## src/rtl/muldiv_unit.sv

```systemverilog
// muldiv_unit: multi-cycle RV32M multiply/divide unit with a start/busy/done handshake.
// Define MULDIV_FAST_MUL_EN to replace iterative multiplies with a single registered multiplier.
module muldiv_unit #(
    parameter int XLEN  = 32,
    parameter int CNT_W = $clog2(XLEN) + 1
) (
    input  logic            clk,
    input  logic            rst,
    input  logic            start,
    input  logic            flush,
    input  logic [2:0]      funct3,
    input  logic [XLEN-1:0] busA,
    input  logic [XLEN-1:0] busB,
    output logic            busy,
    output logic            done,
    output logic [XLEN-1:0] busC
);

    typedef enum logic [1:0] {IDLE, CALC, FIX, DONE} state_t;

    state_t            state;
    logic [CNT_W-1:0]  cnt;
    logic [2:0]        op;
    logic              neg;
    logic [XLEN-1:0]   opnd;
    logic [XLEN-1:0]   hi;
    logic [XLEN-1:0]   lo;

    logic              is_div;
    logic              is_rem;
    logic              a_signed;
    logic              b_signed;
    logic              a_neg;
    logic              b_neg;
    logic              neg_next;
    logic [XLEN-1:0]   mag_a;
    logic [XLEN-1:0]   mag_b;
    logic              div_zero;
    logic              div_ovf;
    logic              bypass;
    logic [XLEN-1:0]   bypass_val;

    logic [XLEN:0]     mul_sum;
    logic [XLEN:0]     shifted;
    logic              fits;
    logic [XLEN-1:0]   diff;
    logic [2*XLEN-1:0] prod_fix;
    logic [XLEN-1:0]   fix_val;

`ifdef MULDIV_FAST_MUL_EN
    logic signed [XLEN:0]     fast_a;
    logic signed [XLEN:0]     fast_b;
    logic signed [2*XLEN+1:0] fast_p;
`endif

    // Launch decode: magnitudes, result sign, and the cases answered without iterating.
    always_comb begin
        is_div   = funct3[2];
        is_rem   = funct3[2] & funct3[1];
        a_signed = (funct3 == 3'b001) || (funct3 == 3'b010) || (is_div && !funct3[0]);
        b_signed = (funct3 == 3'b001) || (is_div && !funct3[0]);
        a_neg    = a_signed && busA[XLEN-1];
        b_neg    = b_signed && busB[XLEN-1];
        mag_a    = a_neg ? -busA : busA;
        mag_b    = b_neg ? -busB : busB;
        neg_next = is_rem ? a_neg : (a_neg ^ b_neg);
        div_zero = is_div && (busB == '0);
        div_ovf  = is_div && !funct3[0] && (busA == {1'b1, {(XLEN-1){1'b0}}}) && (busB == '1);
        bypass   = div_zero || div_ovf;
        if (div_zero)
            bypass_val = funct3[1] ? busA : '1;
        else
            bypass_val = funct3[1] ? '0 : busA;
`ifdef MULDIV_FAST_MUL_EN
        fast_a = {a_signed & busA[XLEN-1], busA};
        fast_b = {b_signed & busB[XLEN-1], busB};
        fast_p = fast_a * fast_b;
        if (!is_div) begin
            bypass     = 1'b1;
            bypass_val = (funct3 == 3'b000) ? fast_p[XLEN-1:0] : fast_p[2*XLEN-1:XLEN];
        end
`endif
    end

    // hi/lo double as product accumulator (multiply) or remainder/quotient (divide).
    always_comb begin
        mul_sum  = {1'b0, hi} + (lo[0] ? {1'b0, opnd} : '0);
        shifted  = {hi, lo[XLEN-1]};
        fits     = shifted >= {1'b0, opnd};
        diff     = shifted[XLEN-1:0] - opnd;
        prod_fix = neg ? -{hi, lo} : {hi, lo};
        if (!op[2])
            fix_val = (op[1:0] == 2'b00) ? prod_fix[XLEN-1:0] : prod_fix[2*XLEN-1:XLEN];
        else if (op[1])
            fix_val = neg ? -hi : hi;
        else
            fix_val = neg ? -lo : lo;
    end

    always_ff @(posedge clk) begin
        if (rst) begin
            state <= IDLE;
            cnt   <= '0;
            busy  <= 1'b0;
            done  <= 1'b0;
            busC  <= '0;
            op    <= '0;
            neg   <= 1'b0;
            opnd  <= '0;
            hi    <= '0;
            lo    <= '0;
        end else if (flush) begin
            state <= IDLE;
            cnt   <= '0;
            busy  <= 1'b0;
            done  <= 1'b0;
        end else begin
            case (state)
                IDLE, DONE: begin
                    done <= 1'b0;
                    if (start) begin
                        op  <= funct3;
                        neg <= neg_next;
                        if (bypass) begin
                            busC  <= bypass_val;
                            done  <= 1'b1;
                            state <= DONE;
                        end else begin
                            opnd  <= mag_b;
                            hi    <= '0;
                            lo    <= mag_a;
                            cnt   <= CNT_W'(XLEN);
                            busy  <= 1'b1;
                            state <= CALC;
                        end
                    end else begin
                        state <= IDLE;
                    end
                end
                CALC: begin
                    if (op[2]) begin
                        hi <= fits ? diff : shifted[XLEN-1:0];
                        lo <= {lo[XLEN-2:0], fits};
                    end else begin
                        {hi, lo} <= {mul_sum, lo[XLEN-1:1]};
                    end
                    cnt <= cnt - CNT_W'(1);
                    if (cnt == CNT_W'(1))
                        state <= FIX;
                end
                FIX: begin
                    busC  <= fix_val;
                    done  <= 1'b1;
                    busy  <= 1'b0;
                    state <= DONE;
                end
                default: state <= IDLE;
            endcase
        end
    end

endmodule
```

## config.mk

```make
export PLATFORM = sky130hd
export DESIGN_NAME = muldiv_unit
export DESIGN_NICKNAME = d
export VERILOG_FILES = /design/src/rtl/muldiv_unit.sv
export SDC_FILE = /design/constraint.sdc
export NUM_CORES = 1
export LEC_CHECK = 0
export CAP_MARGIN = 20
export CELL_PAD_IN_SITES_DETAIL_PLACEMENT = 0
export CELL_PAD_IN_SITES_GLOBAL_PLACEMENT = 1
export CORE_ASPECT_RATIO = 1.75
export CORE_UTILIZATION = 44
export DETAILED_ROUTE_END_ITERATION = 10
export PLACE_DENSITY_LB_ADDON = 0.1
export SYNTH_ARGS = -nofsm -noshare
export SYNTH_HDL_FRONTEND = slang
export SYNTH_SLANG_ARGS = --single-unit
```

## constraint.sdc

```tcl
create_clock -name clk -period 4.2 [get_ports clk]
set_input_delay 0.84 -clock clk [delete_from_list [all_inputs] [get_ports clk]]
set_output_delay 0.84 -clock clk [all_outputs]
set_load 0.01 [all_outputs]
```

==> impl_metrics.json, run 1 <==
{
  "ctsResizeCount": 0,
  "port_buffers": 104,
  "reg2reg_to": "hi[25]$_SDFFE_PP0P_",
  "hold_class": "flip-flop to flip-flop",
  "min_period_ns": 4.00,
  "fill_cells": 3290,
  "hpwlAfterDp_um": 43800,
  "synth.avg_cell_area_um2": 7.08,
  "status": "finished, final reports clean",
  "fin_nets": 2229,
  "powerDensity_nw_per_um2": 264,
  "ys_seq_area_frac": 0.201,
  "yosys_warnings": 0,
  "cts_root_buf": "clkbuf_16",
  "antenna_found_initial": 0,
  "grt_pass1_vias": 14746,
  "die_w_um": 138,
  "die_area_um2": 33000,
  "leakagePower_nw": 6.40,
  "holdPathEnd": "busC[4]$_SDFFE_PP0P_",
  "rrSetupSlack_ns": 0.20,
  "worst_pin_slew_ns": 1.05,
  "wl_per_cell_um": 22.3,
  "ys_seq_elements": 142,
  "synth_flop_cell": "dfxtp_1",
  "min_path_cells": 2,
  "synth_edf_count": 0,
  "yosysTopAreaCellShare": 0.201,
  "overflow": 0,
  "clkSinkCount": 142,
  "placed_area_um2": 16000,
  "postRouteAntennaNets": 0,
  "gp_congestion": 0.995,
  "clkTransAtPathRegs_ns": 0.07,
  "netlist_instances": 2001,
  "netlist_top_cells_area": "dfxtp_1 (20%), ha_1 (6.5%), a21oi_1 (6.4%), nand2_1 (6.1%), nor2_1 (6.0%)",
  "cts_tree": "done",
  "crit_type": "flip-flop to flip-flop",
  "cp_data_arrival_time_ns": 4.35,
  "ys_types": 84,
  "final_util": 0.524,
  "fin_crit_sh": 0.952,
  "cts_max_path_buffers": 2,
  "grt_pass1_wl_um": 84300,
  "crit_required_ns": 4.55,
  "peakVddDrop_uv": 317,
  "io_pins": 105,
  "grtUsageTotal": 0.342,
  "netlist_area_um2": 14200,
  "core_um2": 31600,
  "htree_levels": 4,
  "drv_cap": 0,
  "worst_setup_path_start_kind": "flip-flop",
  "min_from": "busC[4]$_SDFFE_PP0P_",
  "drc": 0,
  "r2r_cells": 14,
  "firstDrtPassIters": 5,
  "max_slew_margin": 0.290,
  "area_growth_pct": 16.9,
  "drive_above_1_share": 0.0821,
  "drv_slew": 0,
  "end_kind": "flip-flop",
  "crit-reg2reg-launch": "opnd[0]$_SDFFE_PP0P_",
  "yosys.area.top_type": "dfxtp_1",
  "wirelength_um": 55600,
  "cp_max_fo": 4,
  "grt_max_degree": 82,
  "finalPower_w": 0.00438,
  "holdBufCountCts": 0,
  "layout_setup_ws_ns": 0.200,
  "syn_nets": 2148,
  "clock_latency_ns": 0.46,
  "diodes": 0,
  "num_rows": 86,
  "rsz0062_at_grt": "no",
  "vias": 15367,
  "die_y_um": 239,
  "skew_ns": 0.0139,
  "async_flop_share": 0,
  "drtIter0Drc": 958,
  "vias_per_cell": 6.17,
  "clock.fmax_mhz": 250,
  "hold_viol": 0,
  "design_area_um2": 16600,
  "pre_cts_ws_ns": 0.0436,
  "cts_setup_buffers": 0,
  "tns_ns": 0,
  "setup_viol": 0,
  "initial_core_util": 0.448,
  "numCtsBuffers": 17
}
## worst max path at each step
stage | end | cells after the start | from
final | hi[25]$_SDFFE_PP0P_ | 14 | opnd[0]$_SDFFE_PP0P_
after global placement | busC[24]$_SDFFE_PP0P_ | 11 | busB[20]
after floorplan | hi[14]$_SDFFE_PP0P_ | 10 | busB[20]
after global routing | hi[31]$_SDFFE_PP0P_ | 12 | lo[0]$_SDFFE_PP0P_
after CTS | hi[31]$_SDFFE_PP0P_ | 13 | lo[0]$_SDFFE_PP0P_
after detailed placement | busC[24]$_SDFFE_PP0P_ | 11 | busB[20]
## placed cells by master (no fill, tap or decap), types with 70 or more instances in the layout
cell type,Yosys,routed
a21oi_1,181,180
xor2_1,83,83
o21ai_0,128,128
clkdlybuf4s50_1,0,103
xnor2_1,93,93
inv_1,70,70
nand2_1,229,229
nor2_1,228,227
buf_4,0,93
ha_1,74,72
dfxtp_1,142,140
## report_power, final
| part | switching (W) | internal [W] | total, W |
|---|---|---|---|
| combinational | 0.000832 | 0.000537 | 0.00137 |
| sequential | 0.0000877 | 0.00142 | 0.00150 |
| clock | 0.000710 | 0.000794 | 0.00150 |
## synth_stat cells (all sizes together), types with 20 or more instances
cell type / number
xor2: 83
o21ai: 131
inv: 71
mux2i: 38
clkbuf: 119
a21o: 24
maj3: 23
nand2: 229
o211ai: 58
a21oi: 181
ha: 74
or3: 21
nand3: 25
nor2: 228
buf: 22
nor4: 20
a211oi: 55
nor3: 51
nand2b: 22
dfxtp: 142
xnor2: 93
o31ai: 35
o221ai: 22
## final cells by class
| type | count | area (um^2) | share of cell area |
|---|---|---|---|
| tap | 396 | 495 | 0.0299 |
| clock buffer | 18 | 439 | 0.0265 |
| timing repair buffer | 203 | 1870 | 0.113 |
| clock inverter | 14 | 121 | 0.00733 |
| inverter | 71 | 267 | 0.0161 |
| multi-input combinational | 1647 | 10500 | 0.635 |
| sequential | 142 | 2850 | 0.172 |
## flip-flops by register name, summed over array words and instances, names as in the netlist
name and count:
busC 32, hi 32, lo 32, opnd 32
cnt 6, op 3, state 2, busy 1
done 1, neg 1
## cell families after synthesis
kind of cell,share of synthesized area
xor+xnor,0.109
buf+inv,0.0584
mux,0.0292
compound gates,0.292
flops,0.201
fa+ha+maj,0.0844
simple gates,0.227
## stage by stage
stage / hold slack [ns] / std cells
finish: 0.459 / 2491
global route: 0.478 / 2491
CTS: 0.459 / 2491
detailed placement: 0.449 / 2459
global placement: 0.447 / 2459
floorplan: 0.446 / 2001
## critical path: stages (launching register included)
cell and delay, ns:
dfxtp_1 0.48, and2_1 0.18, ha_1 0.24, inv_1 0.08, fa_1 0.37, nand2b_1 0.19, a21oi_1 0.24, o21ai_0 0.29
a21oi_1 0.54, nor3_1 0.15, nor3b_1 0.35, o21ai_0 0.11, nor2b_1 0.15, xnor2_1 0.19, a221o_1 0.31
## routing by layer
metal	vias up	wire length, um	GRT usage
met5	-	0	0
li1	7435	-	-
met3	218	2210	0.0493
met1	7237	20500	0.350
met2	477	27200	0.583
met4	0	5680	0.327
Power figures use the tool's default switching activity.
==> run 2, diff against run 1 <==
- CTS_BUF_LIST: default -> sky130_fd_sc_hd__clkbuf_16
- REMOVE_ABC_BUFFERS: default -> 1
==> impl_metrics.json, run 2 (same netlist as run 1, synthesis figures left out) <==
{
  "layout_commonest_cell": "nand2_1",
  "cp_max_fo": 3,
  "cts_setup_buffers": 0,
  "holdPathEnd": "busC[28]$_SDFFE_PP0P_",
  "design_area_um2": 16800,
  "placed_area_um2": 16100,
  "vias_per_cell": 6.03,
  "peakVddDrop_uv": 290,
  "die_w_um": 138,
  "cts_max_path_buffers": 2,
  "hold_class": "flip-flop to flip-flop",
  "layout_setup_ws_ns": 0.335,
  "port_buffers": 104,
  "status": "finished, final reports clean",
  "cp_data_arrival_time_ns": 4.22,
  "cts_tree": "done",
  "skew_ns": 0.0131,
  "r2r_cells": 15,
  "hpwlAfterDp_um": 41300,
  "drv_slew": 0,
  "final_cell_mix": "nand2_1 (229), nor2_1 (227), a21oi_1 (180)",
  "crit_required_ns": 4.56,
  "leakagePower_nw": 6.51,
  "cts_root_buf": "clkbuf_16",
  "crit_start": "lo[31]$_SDFFE_PP0P_",
  "rsz0062_at_grt": "no",
  "wl_per_cell_um": 20.9,
  "worst_setup_path_start_kind": "flip-flop",
  "grtUsageTotal": 0.322,
  "end_kind": "flip-flop",
  "initial_core_util": 0.448,
  "fin_crit_sh": 0.920,
  "num_rows": 86,
  "drv_cap": 0,
  "hold_viol": 0,
  "finalNonFillerCells": 2506,
  "clkSinkCount": 142,
  "tns_ns": 0,
  "dp.cells": 2474,
  "die_area_um2": 33000,
  "firstDrtPassIters": 5,
  "drc": 0,
  "diodes": 0,
  "fill_cells": 3187,
  "crit_type": "flip-flop to flip-flop",
  "pre_cts_ws_ns": -0.0911,
  "die_y_um": 239,
  "crit-reg2reg-launch": "lo[31]$_SDFFE_PP0P_",
  "clock.fmax_mhz": 259,
  "grt_pass1_wl_um": 80400,
  "setup_viol": 0,
  "grt_pass1_vias": 14608,
  "core_um2": 31600,
  "clkTransAtPathRegs_ns": 0.07,
  "clock_latency_ns": 0.46,
  "io_pins": 105,
  "antenna_found_initial": 0,
  "htree_levels": 4,
  "min_path_cells": 2,
  "area_growth_pct": 18.5,
  "drtIter0Drc": 1063,
  "ctsResizeCount": 0,
  "worst_pin_slew_ns": 1.09,
  "postRouteAntennaNets": 0,
  "max_slew_margin": 0.270,
  "fin_nets": 2244,
  "vias": 15103,
  "rrSetupSlack_ns": 0.33,
  "min_period_ns": 3.87,
  "drive_above_1_share": 0.0877,
  "holdBufCountCts": 0,
  "final_util": 0.531,
  "wirelength_um": 52400,
  "numCtsBuffers": 17,
  "overflow": 0,
  "min_from": "busC[28]$_SDFFE_PP0P_",
  "grt_max_degree": 69,
  "gp_congestion": 0.976,
  "reg2reg_to": "hi[28]$_SDFFE_PP0P_",
  "powerDensity_nw_per_um2": 275
}
run 2: worst max-delay path by stage:
stage                            end  depth (start not counted)
6_report         hi[28]$_SDFFE_PP0P_                         15
5_1_grt          hi[28]$_SDFFE_PP0P_                         15
4_1_cts          hi[28]$_SDFFE_PP0P_                         15
3_5_place_dp     hi[30]$_SDFFE_PP0P_                         13
3_3_place_gp     hi[30]$_SDFFE_PP0P_                         13
2_1_floorplan  opnd[31]$_SDFFE_PP0P_                          9
run 2: metrics by stage:
stage               power (W)  hold slack (ns)
floorplan             0.00231            0.440
global placement      0.00284            0.447
detailed placement    0.00285            0.448
CTS                   0.00462            0.456
global route          0.00481            0.484
finish                0.00461            0.455
run 2: area by class of cell:
cell class | instances | area (um^2) | area share
clock buffer | 17 | 425 | 0.0253
clock inverter | 15 | 245 | 0.0146
inverter | 71 | 267 | 0.0159
multi-input combinational | 1647 | 10500 | 0.627
sequential | 142 | 2850 | 0.170
tap | 396 | 495 | 0.0295
timing repair buffer | 218 | 1980 | 0.118
run 2: worst max-delay path: stages, from the launching register on:
cell      delay [ns]
dfxtp_1         0.31
inv_1           0.24
ha_1            0.26
inv_1           0.06
fa_1            0.40
a21oi_1         0.19
nor2_1          0.12
nor4_1          0.42
o21bai_1        0.22
o22a_1          0.29
a311o_1         0.39
a31oi_1         0.21
buf_4           0.16
o21bai_1        0.07
xnor2_1         0.14
o311ai_0        0.27
run 2: power by group:
group	internal (W)	switching [W]
combinational	0.000546	0.000786
clock	0.00111	0.000663
sequential	0.00142	0.0000908
run 2: per-layer routing:
layer,GRT usage,part of all wire,vias up,wire [um]
met5,0,0,-,0
met4,0.223,0.070,0,3680
met3,0.0453,0.036,144,1910
met2,0.587,0.51,416,26900
met1,0.332,0.38,7079,19900
li1,-,-,7464,-
